[src/rtl/bmp_frame_writer.sv]
// Packs an RGB pixel stream into BMP pixel-array order (B,G,R, rows padded to 4 bytes)
// and writes 32-bit words to frame memory, flagging frame completion and input overruns.
module bmp_frame_writer #(
  parameter int          WIDTH     = 8,
  parameter int          COLS      = 3840,
  parameter int          ROWS      = 2160,
  parameter int          ADDR_BITS = 23,
  parameter int unsigned BASE_ADDR = 0
) (
  input  logic                 clk,
  input  logic                 reset,
  input  logic [WIDTH-1:0]     r_data_in,
  input  logic [WIDTH-1:0]     g_data_in,
  input  logic [WIDTH-1:0]     b_data_in,
  input  logic                 data_in_done,
  output logic                 in_ready,
  output logic                 mem_we,
  output logic [ADDR_BITS-1:0] mem_addr,
  output logic [31:0]          mem_wdata,
  output logic                 frame_done,
  output logic                 overflow
);

  // Handshake: a pixel is taken on a rising edge where data_in_done=1 and in_ready=1;
  // data_in_done=1 with in_ready=0 drops the pixel and latches overflow.

  localparam int ROW_BYTES = 3 * COLS;
  localparam int PAD       = (4 - (ROW_BYTES % 4)) % 4;
  localparam bit HAS_PAD   = (PAD != 0);
  localparam int CW        = (COLS > 1) ? $clog2(COLS) : 1;
  localparam int RW        = (ROWS > 1) ? $clog2(ROWS) : 1;
  localparam logic [ADDR_BITS-1:0] BASE = ADDR_BITS'(BASE_ADDR);

  typedef enum logic {
    RUN   = 1'b0,
    FLUSH = 1'b1
  } state_t;

  state_t state, state_next;

  logic [CW-1:0]        col;
  logic [RW-1:0]        row;
  logic [23:0]          acc;
  logic [1:0]           acc_cnt;
  logic                 flush_last;
  logic [ADDR_BITS-1:0] wr_addr;

  logic        accept;
  logic        col_last;
  logic        is_last;
  logic [23:0] pix;
  logic [47:0] ext;
  logic [2:0]  tot;
  logic [2:0]  tot_m4;
  logic        wr_en;
  logic [31:0] wr_word;
  logic        wr_last;
  logic [23:0] acc_d;
  logic [1:0]  acc_cnt_d;

  assign in_ready = (state == RUN);
  assign accept   = data_in_done && in_ready;
  assign col_last = (col == CW'(COLS - 1));
  assign is_last  = col_last && (row == RW'(ROWS - 1));
  assign pix      = {r_data_in, g_data_in, b_data_in};

  // Blue lands in the lowest free byte so byte0 of each word is the oldest stream byte.
  assign ext    = {24'b0, acc} | ({24'b0, pix} << {acc_cnt, 3'b000});
  assign tot    = {1'b0, acc_cnt} + 3'd3;
  assign tot_m4 = tot - 3'd4;

  always_ff @(posedge clk) begin
    if (!reset) begin
      state <= RUN;
    end else begin
      state <= state_next;
    end
  end

  always_comb begin
    state_next = state;
    case (state)
      RUN:     if (accept && col_last && HAS_PAD) state_next = FLUSH;
      FLUSH:   state_next = RUN;
      default: state_next = RUN;
    endcase
  end

  always_comb begin
    wr_en     = 1'b0;
    wr_word   = 32'h0;
    wr_last   = 1'b0;
    acc_d     = acc;
    acc_cnt_d = acc_cnt;
    if (state == FLUSH) begin
      wr_en     = 1'b1;
      wr_word   = {8'h00, acc};
      wr_last   = flush_last;
      acc_d     = 24'h0;
      acc_cnt_d = 2'd0;
    end else if (accept) begin
      if (tot >= 3'd4) begin
        wr_en     = 1'b1;
        wr_word   = ext[31:0];
        wr_last   = !HAS_PAD && is_last;
        acc_d     = {8'h00, ext[47:32]};
        acc_cnt_d = tot_m4[1:0];
      end else begin
        acc_d     = ext[23:0];
        acc_cnt_d = tot[1:0];
      end
    end
  end

  always_ff @(posedge clk) begin
    if (!reset) begin
      col        <= '0;
      row        <= '0;
      acc        <= 24'h0;
      acc_cnt    <= 2'd0;
      flush_last <= 1'b0;
      wr_addr    <= BASE;
      mem_we     <= 1'b0;
      mem_addr   <= BASE;
      mem_wdata  <= 32'h0;
      frame_done <= 1'b0;
      overflow   <= 1'b0;
    end else begin
      mem_we     <= wr_en;
      frame_done <= wr_en && wr_last;
      acc        <= acc_d;
      acc_cnt    <= acc_cnt_d;
      if (data_in_done && !in_ready) overflow <= 1'b1;
      if (wr_en) begin
        mem_addr  <= wr_addr;
        mem_wdata <= wr_word;
        wr_addr   <= wr_last ? BASE : wr_addr + 1'b1;
      end
      if (accept) begin
        if (col_last) begin
          col        <= '0;
          row        <= (row == RW'(ROWS - 1)) ? '0 : row + 1'b1;
          flush_last <= is_last;
        end else begin
          col <= col + 1'b1;
        end
      end
    end
  end

endmodule
[config.mk]
export PLATFORM = sky130hd
export DESIGN_NAME = bmp_frame_writer
export DESIGN_NICKNAME = d
export VERILOG_FILES = /design/src/rtl/bmp_frame_writer.sv
export SDC_FILE = /design/constraint.sdc
export NUM_CORES = 1
export LEC_CHECK = 0
export ABC_AREA = 1
export BUFFER_PORTS_ARGS = -buffer_cell sky130_fd_sc_hd__buf_2
export CORE_AREA = 3 3 127 129
export DETAILED_ROUTE_END_ITERATION = 8
export DIE_AREA = 0 0 130 132
export PLACE_DENSITY = 0.53
export RECOVER_POWER = 25
export SLEW_MARGIN = 0
export SYNTH_ARGS = -nofsm -noshare
export SYNTH_HDL_FRONTEND = slang
export SYNTH_SLANG_ARGS = --single-unit
export TNS_END_PERCENT = 50
[constraint.sdc]
create_clock -name clk -period 5.9 [get_ports clk]
set_clock_uncertainty 0.1 [all_clocks]
set_input_delay 0.59 -clock clk [delete_from_list [all_inputs] [get_ports clk]]
set_output_delay 0.59 -clock clk [all_outputs]
set_load 0.005 [all_outputs]
==> results.json <==
{
  "status": "finished with violations",
  "violations": "capacitance limit, slew limit",
  "diodes": 0,
  "placed_area_um2": 6330,
  "num_vias": 5605,
  "syn-instance-count": 824,
  "power.density_nw_per_um2": 321,
  "path_common_cell": "nand2_2",
  "path_max_fanout": 34,
  "fin_util_pct": 45.7,
  "viasPerCell": 5.15,
  "drc": 0,
  "wire_per_inst_um": 14.5,
  "crit_buf_inv": 5,
  "start_util_pct": 38.7,
  "post_cts_buffers": 0,
  "grt_max_degree": 35,
  "syn-cell-area_um2": 5850,
  "rows": 45,
  "total_leakage_power_nw": 2.84,
  "finalNetCount": 919,
  "chipWidth_um": 130,
  "reg2regPathDepth": 10,
  "synth_nets": 855,
  "mostFrequentLayoutCell": "nand2_1",
  "cts_tree": "done",
  "r2r-end": "wr_addr[5]",
  "synth_xor_area_share_pct": 1.05,
  "io_pins": 86,
  "synthToLayoutAreaGrowth_pct": 18.2,
  "synth-simple-area-share_pct": 28.5,
  "min_to": "mem_wdata[13]",
  "path_delay_family": "buffers and inverters",
  "grt_pass1_vias": 5118,
  "hold_depth": 2,
  "fin_tns_setup_ps": 0,
  "grtUsageTotal_pct": 18.6,
  "final_area_um2": 6920,
  "hold_viol": 0,
  "synth_seq_cells": 130,
  "cap_violations": 1,
  "ys_async_sr_fraction_pct": 0,
  "layout_common_cells": "195 x nand2_1, 130 x dfxtp_1, 115 x nor2_1",
  "fin_crit_ps": 4630,
  "synth-main-ff-cell": "dfxtp_1",
  "synth_fa_ha_area_share_pct": 0.855,
  "crit_chain": "buf_4 > clkinv_1 > ha_1 > inv_4 > nand2_2 > inv_2 > nand2_2 > inv_1 > nand4_1 > a21oi_1",
  "hold_start": "mem_wdata[13]",
  "cts_buffers": 17,
  "rr_startpoint": "acc_cnt[1]",
  "path_class": "reg2reg",
  "grt_setup_unrepaired": "no",
  "die-area_um2": 17200,
  "clkSinkCount": 130,
  "io_buffer_count": 83,
  "synth_seq_area_share_pct": 44.5,
  "synth_top_family_by_area": "simple AND/OR/NAND/NOR gates",
  "drtIter0Drc": 443,
  "drv_slew": 31,
  "cts_hold_buf": 0,
  "setup_viol": 0,
  "antenna_found_initial": 0,
  "worstSkewPairLatency_ps": 410,
  "grt_pass1_wl_um": 25600,
  "gp_congestion": 0.831,
  "syn_area_per_cell_um2": 7.10,
  "cpPeakStageDelay_ps": 950,
  "wl_um": 15800,
  "yosys_warnings": 0,
  "hpwl_um": 11300,
  "clock_path_buffers": 2,
  "worstPathArrival_ps": 4870,
  "cts_root_buffer": "clkbuf_16",
  "cp_slowest_cell": "inv_1",
  "cts.repair.resized": 0,
  "core_area_um2": 15100,
  "end_kind": "flop",
  "ff2ff_setup_slack_ps": 1270,
  "fillCellCount": 1546,
  "worst_slew_pin_slew_ps": 1590,
  "seq_area_um2": 2600,
  "synth.area.mux_share_pct": 0,
  "holdCritPathClass": "reg2reg",
  "htree_levels": 4,
  "grt-ovfl-total": 0,
  "layout-drive-gt1-share_pct": 12.7,
  "required_ps": 6140,
  "synth-compound-area-share_pct": 17.6,
  "fin_crit_sh_pct": 78.5,
  "slew_headroom_pct": -6.27,
  "max-vdd-ir-drop_mv": 0.204,
  "cts.clk_slew.worst_paths_ps": 60,
  "synth_edf_count": 0,
  "multiInputGateArea_um2": 2830,
  "synth.distinct_cells": 39,
  "fmax_mhz": 216,
  "drt_first_pass_iters": 5,
  "die_h_um": 132,
  "startpoint_type": "flop",
  "postRouteAntennaNets": 0
}
-- synthesized netlist by cell type, types with 2 or more instances --
master | instances | area [µm²]
a32o_1 | 8 | 80.1
o21ai_0 | 90 | 450
a31oi_1 | 8 | 50.1
o21bai_1 | 8 | 60.1
a21oi_1 | 47 | 235
buf_2 | 12 | 60.1
clkbuf_1 | 20 | 75.1
nor3_1 | 20 | 100
nand3b_1 | 3 | 22.5
nand2_1 | 195 | 732
conb_1 | 2 | 7.51
ha_1 | 4 | 50.1
dfxtp_1 | 130 | 2600
nor2_2 | 5 | 31.3
o21ai_1 | 4 | 20.0
nand3_1 | 34 | 170
xor2_1 | 6 | 52.6
nand2_2 | 2 | 12.5
inv_1 | 58 | 218
nand4_1 | 17 | 106
buf_4 | 5 | 37.5
inv_2 | 3 | 11.3
nor2_1 | 115 | 432
a22o_1 | 13 | 114
-- worst reg2reg max path, cell delays in order, from the launching register on --
cell	delay [ps]
dfxtp_1	300
buf_4	300
clkinv_1	630
ha_1	700
inv_4	220
nand2_2	180
inv_2	400
nand2_2	400
inv_1	950
nand4_1	180
a21oi_1	200
-- cell type report --
class | instances | share of cell area, %
multi-input cells | 591 | 40.8
flip-flops and latches | 130 | 37.6
well taps | 188 | 3.40
clock inverters | 11 | 2.31
repair buffers | 85 | 5.91
clock buffers | 21 | 6.51
inverters | 63 | 3.45
-- worst max-delay path by stage --
stage / cells after the start / start / slack [ps] / endpoint
detailed placement: 10 / acc_cnt[1] / 1240 / wr_addr[5]
global placement: 10 / acc_cnt[1] / 1500 / wr_addr[5]
floorplan: 14 / acc_cnt[1] / 3760 / wr_addr[22]
global route: 9 / acc_cnt[0] / 770 / wr_addr[5]
finish: 10 / acc_cnt[1] / 1270 / wr_addr[5]
CTS: 10 / acc_cnt[1] / 1250 / wr_addr[5]
-- sequential cells by signal, indices dropped and copies added (netlist names) --
register and flops:
acc 24, acc_cnt 2, col 12, frame_done 1
mem_addr 23, mem_wdata 32, mem_we 1, row 12
wr_addr 23
-- metrics by stage --
stage / power, W / cells / worst slack [ps] / hold slack (ps)
floorplan: 0.00108 / 824 / 3760 / 347
global placement: 0.00115 / 1057 / 1500 / 340
detailed placement: 0.00115 / 1057 / 1240 / 337
CTS: 0.00225 / 1089 / 1250 / 351
global route: 0.00232 / 1089 / 774 / 365
finish: 0.00222 / 1089 / 1270 / 349
-- where the power goes --
| group | internal, W | leakage [nW] | switching (W) | total [W] |
|---|---|---|---|---|
| combinational | 0.0000625 | 1.49 | 0.000132 | 0.000194 |
| sequential | 0.000913 | 1.06 | 0.0000229 | 0.000936 |
| clock | 0.000714 | 0.297 | 0.000380 | 0.00109 |
| total | 0.00169 | 2.84 | 0.000535 | 0.00222 |
-- per-layer routing --
layer | global-route usage [%] | wire length, µm | part of all wire, % | vias up
met1 | 23.9 | 7170 | 46 | 2567
li1 | - | - | - | 2866
met3 | 4.38 | 759 | 4.8 | 24
met5 | 0 | 0 | 0 | -
met4 | 5.48 | 272 | 1.7 | 0
met2 | 31.0 | 7550 | 48 | 148
-- logic make-up (layout without fill, tap and decap cells) --
family	count (synthesis)	count (layout)
fa+ha+maj	4	4
flops	130	130
simple gates	397	397
xor+xnor	7	7
compound gates	181	181
other cells	2	2
buf+inv	103	180
Note: power is estimated with default switching activity, not from simulation.
